File: config.mk
export PLATFORM = sky130hd
export DESIGN_NAME = haar_stage_param_assembler
export DESIGN_NICKNAME = d
export VERILOG_FILES = /design/src/rtl/haar_stage_param_assembler.sv
export SDC_FILE = /design/constraint.sdc
export NUM_CORES = 1
export LEC_CHECK = 0
export CORE_MARGIN = 4
export CORE_UTILIZATION = 40
export CTS_CLUSTER_DIAMETER = 120
export DETAILED_ROUTE_END_ITERATION = 12
export DONT_BUFFER_PORTS = 1
export PLACE_DENSITY = 0.56
export SYNTH_ARGS = -nofsm -noshare
export SYNTH_HDL_FRONTEND = slang
export SYNTH_SLANG_ARGS = --single-unit
File: constraint.sdc
create_clock -name clk_fpga -period 1.84 [get_ports clk_fpga]
set_input_delay 0.184 -clock clk_fpga [delete_from_list [all_inputs] [get_ports clk_fpga]]
set_output_delay 0.184 -clock clk_fpga [all_outputs]
set_load 0.005 [all_outputs]
File: src/rtl/haar_stage_param_assembler.sv
// Consumer end of the per-stage classifier database stream: pulls 12-bit words from the
// database FIFO, packs them into per-classifier records, then captures the stage thresholds.
module haar_stage_param_assembler #(
  parameter int unsigned DATA_WIDTH_12            = 12,
  parameter int unsigned ADDR_WIDTH               = 12,
  parameter int unsigned NUM_CLASSIFIERS_STAGE    = 32,
  parameter int unsigned NUM_PARAM_PER_CLASSIFIER = 18,
  parameter int unsigned NUM_STAGE_THRESHOLD      = 3
) (
  input  logic                                              clk_fpga,
  input  logic                                              reset_fpga,
  input  logic                                              i_start,
  output logic                                              o_rden,
  input  logic [DATA_WIDTH_12-1:0]                          i_data_database,
  input  logic                                              i_end_count_database_index,
  output logic                                              o_classifier_valid,
  input  logic                                              i_classifier_ready,
  output logic [DATA_WIDTH_12*NUM_PARAM_PER_CLASSIFIER-1:0] o_classifier_params,
  output logic [ADDR_WIDTH-1:0]                             o_classifier_index,
  output logic                                              o_stage_threshold_valid,
  output logic [DATA_WIDTH_12*NUM_STAGE_THRESHOLD-1:0]      o_stage_threshold,
  output logic                                              o_stage_done,
  output logic                                              o_error
);

  localparam int unsigned PARAMS_W = DATA_WIDTH_12 * NUM_PARAM_PER_CLASSIFIER;
  localparam int unsigned THR_W    = DATA_WIDTH_12 * NUM_STAGE_THRESHOLD;

  localparam logic [ADDR_WIDTH-1:0] CLS_WORDS = ADDR_WIDTH'(NUM_PARAM_PER_CLASSIFIER);
  localparam logic [ADDR_WIDTH-1:0] THR_WORDS = ADDR_WIDTH'(NUM_STAGE_THRESHOLD);
  localparam logic [ADDR_WIDTH-1:0] LAST_CLS  = ADDR_WIDTH'(NUM_CLASSIFIERS_STAGE - 1);
  localparam logic [ADDR_WIDTH-1:0] ONE       = ADDR_WIDTH'(1);

  typedef enum logic [2:0] {
    ST_IDLE,
    ST_FETCH_CLS,
    ST_HOLD_CLS,
    ST_FETCH_THR,
    ST_DONE
  } state_e;

  state_e                  state_q, state_d;
  logic [ADDR_WIDTH-1:0]   issued_q, issued_d;
  logic [ADDR_WIDTH-1:0]   slot_q, slot_d;
  logic                    rden_q, rden_d;
  logic                    rd_pending_q, rd_pending_d;
  logic [PARAMS_W-1:0]     params_q, params_d;
  logic [ADDR_WIDTH-1:0]   index_q, index_d;
  logic                    valid_q, valid_d;
  logic [THR_W-1:0]        thr_q, thr_d;
  logic                    thr_valid_q, thr_valid_d;
  logic                    done_q, done_d;
  logic                    error_q, error_d;
  logic                    final_word_c;

  // State and datapath registers; reset also aborts any fetch in flight.
  always_ff @(posedge clk_fpga) begin
    if (reset_fpga) begin
      state_q      <= ST_IDLE;
      issued_q     <= '0;
      slot_q       <= '0;
      rden_q       <= 1'b0;
      rd_pending_q <= 1'b0;
      params_q     <= '0;
      index_q      <= '0;
      valid_q      <= 1'b0;
      thr_q        <= '0;
      thr_valid_q  <= 1'b0;
      done_q       <= 1'b0;
      error_q      <= 1'b0;
    end else begin
      state_q      <= state_d;
      issued_q     <= issued_d;
      slot_q       <= slot_d;
      rden_q       <= rden_d;
      rd_pending_q <= rd_pending_d;
      params_q     <= params_d;
      index_q      <= index_d;
      valid_q      <= valid_d;
      thr_q        <= thr_d;
      thr_valid_q  <= thr_valid_d;
      done_q       <= done_d;
      error_q      <= error_d;
    end
  end

  // Sequencing: issued_q counts read enables already driven for the current record,
  // slot_q counts words already captured for it.
  always_comb begin
    state_d      = state_q;
    issued_d     = issued_q;
    slot_d       = slot_q;
    rden_d       = 1'b0;
    rd_pending_d = rden_q;
    params_d     = params_q;
    index_d      = index_q;
    valid_d      = valid_q;
    thr_d        = thr_q;
    thr_valid_d  = thr_valid_q;
    done_d       = 1'b0;
    error_d      = error_q;
    final_word_c = (state_q == ST_FETCH_THR) && (slot_q == THR_WORDS - ONE);

    case (state_q)
      ST_IDLE: begin
        if (i_start) begin
          state_d     = ST_FETCH_CLS;
          rden_d      = 1'b1;
          issued_d    = ONE;
          slot_d      = '0;
          index_d     = '0;
          thr_valid_d = 1'b0;
        end
      end

      ST_FETCH_CLS: begin
        rden_d = (issued_q < CLS_WORDS);
        if (rden_d) issued_d = issued_q + ONE;
        if (rd_pending_q) begin
          for (int unsigned k = 0; k < NUM_PARAM_PER_CLASSIFIER; k++) begin
            if (slot_q == ADDR_WIDTH'(k)) params_d[k*DATA_WIDTH_12 +: DATA_WIDTH_12] = i_data_database;
          end
          slot_d = slot_q + ONE;
          if (slot_q == CLS_WORDS - ONE) begin
            state_d = ST_HOLD_CLS;
            valid_d = 1'b1;
          end
        end
      end

      ST_HOLD_CLS: begin
        if (valid_q && i_classifier_ready) begin
          valid_d  = 1'b0;
          index_d  = index_q + ONE;
          rden_d   = 1'b1;
          issued_d = ONE;
          slot_d   = '0;
          state_d  = (index_q == LAST_CLS) ? ST_FETCH_THR : ST_FETCH_CLS;
        end
      end

      ST_FETCH_THR: begin
        rden_d = (issued_q < THR_WORDS);
        if (rden_d) issued_d = issued_q + ONE;
        if (rd_pending_q) begin
          for (int unsigned t = 0; t < NUM_STAGE_THRESHOLD; t++) begin
            if (slot_q == ADDR_WIDTH'(t)) thr_d[t*DATA_WIDTH_12 +: DATA_WIDTH_12] = i_data_database;
          end
          slot_d = slot_q + ONE;
          if (final_word_c) begin
            state_d     = ST_DONE;
            thr_valid_d = 1'b1;
            done_d      = 1'b1;
          end
        end
      end

      ST_DONE: begin
        state_d = ST_IDLE;
      end

      default: begin
        state_d = ST_IDLE;
      end
    endcase

    // End flag must accompany exactly the final threshold word; mismatch is sticky.
    if (rd_pending_q && (i_end_count_database_index != final_word_c)) error_d = 1'b1;
  end

  assign o_rden                  = rden_q;
  assign o_classifier_valid      = valid_q;
  assign o_classifier_params     = params_q;
  assign o_classifier_index      = index_q;
  assign o_stage_threshold_valid = thr_valid_q;
  assign o_stage_threshold       = thr_q;
  assign o_stage_done            = done_q;
  assign o_error                 = error_q;

endmodule
==> results of run 1 <==
[critical path, stage by stage, from the launching register on]
cell,delay (ns)
dfxtp_2,0.33
or4_4,0.58
nor3_4,0.21
buf_6,0.15
clkbuf_16,0.14
and3_4,0.19
buf_12,0.12
nand2_1,0.05
a21oi_1,0.13
[final timing paths]
kind / start / to / slack [ns] / cells past startpoint
worst max-delay path: slot_q[5]$_SDFFE_PP0P_ / o_classifier_params[158]$_SDFFE_PP0P_ / -0.16 / 8
worst min-delay path: reset_fpga / o_error$_SDFFE_PP0P_ / -0.30 / 1
worst max register to register: slot_q[5]$_SDFFE_PP0P_ / o_classifier_params[158]$_SDFFE_PP0P_ / -0.16 / 8
worst min register to register: issued_q[10]$_SDFFE_PP0P_ / issued_q[10]$_SDFFE_PP0P_ / 0.46 / 1
[sequential cells by signal, summed over array words and instances (netlist names)]
signal,cells
issued_q,12
o_classifier_index,12
o_classifier_params,216
o_classifier_valid,1
o_error,1
o_rden,1
o_stage_done,1
o_stage_threshold,36
o_stage_threshold_valid,1
rd_pending_q,1
slot_q,12
state_q,3
[routing by layer]
layer	wire length, µm	vias to the layer above
li1	-	4587
met1	15400	4519
met2	16600	342
met3	3870	44
met4	692	0
met5	0	-
[timing repair]
action	in CTS	in global routing
gates cloned	2	7
setup endpoints to repair	236	253
hold buffers	9	5
setup buffers	3	4
hold endpoints to repair	273	271
pin swaps	39	9
resized for setup	14	49
[power by group]
part / switching [mW] / internal, mW
logic: 0.787 / 0.542
clock network: 2.60 / 3.62
registers: 0.0487 / 6.49
total: 3.44 / 10.7
[area by class of cell]
class / instances / area, µm² / share of cell area (%)
diodes: 1 / 2.50 / 0.0181
clock buffers: 47 / 936 / 6.79
clock inverters: 9 / 77.6 / 0.562
inverters: 9 / 33.8 / 0.245
multi-input cells: 962 / 5150 / 37.4
flip-flops and latches: 297 / 5950 / 43.1
well taps: 378 / 473 / 3.43
repair buffers: 99 / 1160 / 8.45
[cell families after synthesis]
group	count (synthesis)	share of synthesized area, %
AND/OR/NAND/NOR	648	24.6
multiplexers	38	3.30
AO/OA/AOI/OAI	253	13.6
buffers and inverters	121	5.28
adder cells (fa/ha/maj)	6	0.650
flip-flops	297	51.5
XOR/XNOR	14	1.06
[layout by cell type, fill, tap and decap left out, drive strengths merged, types with 2 or more instances in the layout]
master / instances
nor3: 10
or4: 2
a221oi: 2
nand2: 458
xnor2: 4
nor2: 64
dlygate4sd3: 2
nand2b: 5
a21o: 2
and3: 15
or3: 8
nand4: 18
buf: 96
and2: 14
ha: 6
clkinv: 7
or2: 2
a21oi: 231
nand3: 13
nor2b: 10
nand3b: 3
o21ai: 7
dfxtp: 297
mux2i: 38
or3b: 2
a41oi: 4
xor2: 10
nor4: 12
inv: 10
and4: 9
clkbuf: 48
==> qor.yml, run 1 <==
cts_made_buffers: 31
drv_cap: 0
die_w_um: 178
cts_tree: "yes"
netlist_instances: 1377
clk_latency_ns: 0.56
cts-root-buf: "clkbuf_16"
clock-sinks: 297
clock.fmax_mhz: 501
clk_pin_slew_ns: 0.06
p_per_area_nw_per_um2: 1020
grt_max_degree: 273
grt_first_pass_wirelength_mm: 53.3
slew_viol_final: 0
drt-vias-per-instance: 5.27
leakage_nw: 4.55
crit_required_ns: 2.31
cts.path.max_buffers: 3
nFillCells: 2718
critPathCaptureType: "flip-flop"
dieArea_um2: 31600
fp.dieH_um: 178
wirelength_mm: 36.5
final_nets: 1423
grtUsageMet2_pct: 33.7
ioPinCount: 286
gr-usage-met1_pct: 27.8
status: "finished with violations"
worst_slew_margin_rel_pct: 35.5
gp_congestion: 0.821
setup_ws_ns: -0.158
hpwl_mm: 22.4
vias: 9492
fin_area_um2: 13800
placed_area_um2: 12200
hold_path_class: "in -> reg"
setup_viol: 203
grt_pass1_vias: 8784
worst_setup_path_start_kind: "flip-flop"
cp.arrival_ns: 2.47
fin_setup_tns_ns: -18.02
post-route-util_pct: 49.1
ir_drop_uv: 875
period_needed_ns: 2.00
violations: "hold timing, setup timing"
wl_per_cell_um: 20.3
synth_top_area_cell: "dfxtp_1"
netlist_area_um2: 11500
synthToLayoutAreaGrowth_pct: 19.5
rsz0062_at_grt: "true"
ys_ff_latch: 297
grtUsageMet3_pct: 7.65
synth_most_common_cell: "nand2_1"
clock-skew-final_ns: 0.0218
grt_use_total_pct: 21.2
drtIter0Drc: 762
fin_crit_sh_pct: 109
whs_ns: -0.298
core-area_um2: 28100
synth-main-ff-cell: "dfxtp_1"
drtPass1Iterations: 5
total_power_mw: 14.1
synth_edf_count: 0
synth-seq-area-share_pct: 51.5
initial_utilization_pct: 41.1
drc_errors: 0
rows: 61
ys_top_cells_by_count: "nand2_1, dfxtp_1, a21oi_1, nor2_1, a21oi_2"
htree_levels: 1
drive_gt1_share_pct: 18.8
ant_nets: 0
pre_cts_slack_ns: -0.0967
antenna_found_initial: 0
dpl.cell_count: 1717
tightestPinTransition_ns: 0.967
overflow: 0
synth_top_area_share_pct: 51.5
crit_fanout: 12
port_buffers: 0
syn_nets: 1400
synthTopCellsByArea: "dfxtp_1, nand2_1, a21oi_1"
gr-max-usage-layer: "met2"
final_cells: 1802
synth_warnings: 0
syn_avg_cell_area_um2: 8.38
async_flop_share_pct: 0
crit_type: "reg -> reg"
hold_viol: 253
synth.distinct_cells: 53
No activity file was read; power rests on OpenSTA's default activity.
==> inputs of run 2 (changes only) <==
CTS_BUF_LIST = sky130_fd_sc_hd__clkbuf_4   (was unset)
PLACE_DENSITY = 0.54   (was 0.56)
clock period = 2.45 ns   (was 1.84 ns; I/O delays follow)
==> run 2 against run 1 <==
The run ends with hold timing left. Critical path depth down 1. Global-route usage up 0.94 points. Via count up 0.77%. Fmax down 15%. Hold slack worse by 0.020 ns. Worst setup slack better by 0.25 ns. Clock power down 28%. Utilization down 1.6 points. Critical path type unchanged. Highest routed layer unchanged.
==> qor.yml, run 2 (synthesis gave the netlist of run 1 again) <==
status: "finished with violations"  # unchanged
overflow: 0  # unchanged
port_buffers: 0  # unchanged
multi_input_area_um2: 5020  # was 5150 µm²
hold_path_class: "in -> reg"  # unchanged
final_common_cell: "nand2_1"  # unchanged
clock.fmax_mhz: 425  # was 501 MHz
critPathMostFrequentCell: "dlygate4sd3_1"
grt_pass1_vias: 9082  # was 8784
clock-sinks: 297  # unchanged
register_area_um2: 5950  # about the same
whs_ns: -0.318  # was -0.298 ns
clk_pin_slew_ns: 0.06  # about the same
drtIter0Drc: 665  # was 762
r2r_cells: 7  # was 8
antenna_found_initial: 1  # was 0
ioPinCount: 286  # unchanged
synthToLayoutAreaGrowth_pct: 15.7  # was 19.5%
nFillCells: 2812  # was 2718
p_int_mw: 7.71  # was 10.7 mW
setup_ws_ns: 0.0955  # was -0.158 ns
clock-skew-final_ns: 0.0517  # was 0.0218 ns
regToRegSetupSlack_ns: 0.1  # was -0.16 ns
drtPass1Iterations: 6  # was 5
drv_cap: 0  # unchanged
setup_viol: 0  # was 203
critPathCaptureType: "flip-flop"  # unchanged
vias: 9565  # was 9492
min_path_cells: 1  # unchanged
drive_gt1_share_pct: 17.0  # was 18.8%
switching_power_mw: 2.60  # was 3.44 mW
cts_made_buffers: 79  # was 31
rr_endpoint: "issued_q[2]$_SDFFE_PP0P_"  # was o_classifier_params[158]$_SDFFE_PP0P_
slew_viol_final: 0  # unchanged
period_needed_ns: 2.35  # was 2.00 ns
cts-root-buf: "clkbuf_4"  # was clkbuf_16
post-route-util_pct: 47.5  # was 49.1%
worst_slew_margin_rel_pct: 40.9  # was 35.5%
whs_endpoint: "o_stage_threshold[35]$_SDFFE_PP0P_"  # was o_error$_SDFFE_PP0P_
total_power_mw: 10.3  # was 14.1 mW
critPathMaxStageDelay_ns: 0.55  # was 0.58 ns
switching_share_pct: 25.2  # was 24.4%
crit_chain: "buf_4 -> or2_2 -> a21oi_4 -> or3_1 -> dlygate4sd3_1 -> mux2i_1 -> dlygate4sd3_1"  # was or4_4 -> nor3_4 -> buf_6 -> clkbuf_16 -> and3_4 -> buf_12 -> nand2_1 -> a21oi_1
crit_type: "reg -> reg"  # unchanged
hpwl_mm: 22.3  # was 22.4 mm
leakage_nw: 4.49  # was 4.55 nW
cts.path.max_buffers: 3  # unchanged
final_cell_mix: "nand2_1, dfxtp_1, a21oi_1"  # unchanged
ir_drop_uv: 341  # was 875 µV
rows: 61  # unchanged
fp.dieH_um: 178  # unchanged
pwr-share-seq_pct: 47.7  # was 46.4%
die_w_um: 178  # unchanged
clk_latency_ns: 0.69  # was 0.56 ns
cts_tree: "yes"  # unchanged
largest_reg_flops: 216  # unchanged
dieArea_um2: 31600  # unchanged
htree_levels: 3  # was 1
pre_cts_slack_ns: 0.240  # was -0.0967 ns
p_per_area_nw_per_um2: 772  # was 1020 nW/µm²
tightestPinTransition_ns: 0.886  # was 0.967 ns
core-area_um2: 28100  # unchanged
grt_use_total_pct: 22.1  # was 21.2%
wirelength_mm: 36.6  # was 36.5 mm
cp.arrival_ns: 2.89  # was 2.47 ns
regToRegStartpoint: "state_q[2]$_SDFFE_PP0P_"  # was slot_q[5]$_SDFFE_PP0P_
wl_per_cell_um: 19.7  # was 20.3 µm
clkPwrFrac_pct: 43.6  # was 44.2%
drc_errors: 0  # unchanged
hold_viol: 242  # was 253
crit_required_ns: 2.99  # was 2.31 ns
drt-vias-per-instance: 5.15  # was 5.27
grt_first_pass_wirelength_mm: 54.5  # was 53.3 mm
hp-start: "reset_fpga"  # unchanged
ant_nets: 0  # unchanged
p_comb_share_pct: 8.7  # was 9.4%
gp_congestion: 0.796  # was 0.821
worst_setup_path_start_kind: "flip-flop"  # unchanged
violations: "hold timing"  # was hold timing, setup timing
final_nets: 1448  # was 1423
initial_utilization_pct: 41.1  # unchanged
crit_fanout: 11  # was 12
grt_max_degree: 273  # unchanged
fin_crit_sh_pct: 96.1  # was 109%
cpMaxStageDelayCell: "dlygate4sd3_1"  # was or4_4
## run 2: worst max-delay path by stage
stage	from	to	slack, ns
3_5_place_dp	slot_q[9]$_SDFFE_PP0P_	o_classifier_params[88]$_SDFFE_PP0P_	0.24
2_1_floorplan	slot_q[0]$_SDFFE_PP0P_	o_classifier_params[25]$_SDFFE_PP0P_	0.56
6_report	state_q[2]$_SDFFE_PP0P_	issued_q[2]$_SDFFE_PP0P_	0.1
3_3_place_gp	slot_q[6]$_SDFFE_PP0P_	o_classifier_params[69]$_SDFFE_PP0P_	0.31
4_1_cts	state_q[2]$_SDFFE_PP0P_	issued_q[2]$_SDFFE_PP0P_	0.01
5_1_grt	slot_q[1]$_SDFFE_PP0P_	o_error$_SDFFE_PP0P_	-0.01
## run 2: area by class of cell
type | instances | share of cell area [%]
antenna | 1 | 0.0187
inverter | 9 | 0.253
clock inverter | 16 | 1.10
tap | 378 | 3.54
clock buffer | 117 | 6.58
timing repair buffer | 79 | 6.41
sequential | 297 | 44.5
multi-input combinational | 959 | 37.6
## run 2: timing repair
action,in CTS,in global routing
setup endpoints to repair,0,22
buffers inserted,0,4
gates resized for setup,0,9
hold buffers,46,1
endpoints found under the hold margin,276,243
## run 2: layer usage
metal / wire length, µm / GRT usage, %
met5: 0 / 0
met4: 583 / 7.09
met3: 3860 / 8.80
met2: 16800 / 34.7
met1: 15300 / 28.0
## run 2: metrics by stage
step	setup TNS, ns	cell area, µm²	instances
2_1_floorplan	0	11500	1377
3_3_place_gp	0	11700	1671
3_5_place_dp	0	11700	1671
4_1_cts	0	13300	1850
5_1_grt	-0.0173	13400	1856
6_report	0	13400	1856
## run 2: worst max-delay path, delay by kind of cell (launching register included)
kind                   cells  cell delay (ns)
AO/OA/AOI/OAI              1             0.17
multiplexers               1             0.06
AND/OR/NAND/NOR            2             0.47
buffers and inverters      3             1.26
flip-flops                 1             0.31
## run 2: power groups by stage
stage,clock network (mW),logic (mW),registers [mW]
3_3_place_gp,0,0.637,5.02
5_1_grt,4.87,0.975,4.92
6_report,4.50,0.898,4.91
3_5_place_dp,0,0.645,5.02
2_1_floorplan,0,0.581,5.02
4_1_cts,4.65,0.872,4.91
==> inputs of run 3 (changes only) <==
CTS_CLUSTER_DIAMETER = unset   (was 120)
==> results of run 3 <==
Same layout as run 2: the final DEF is identical, and so are final timing and power.
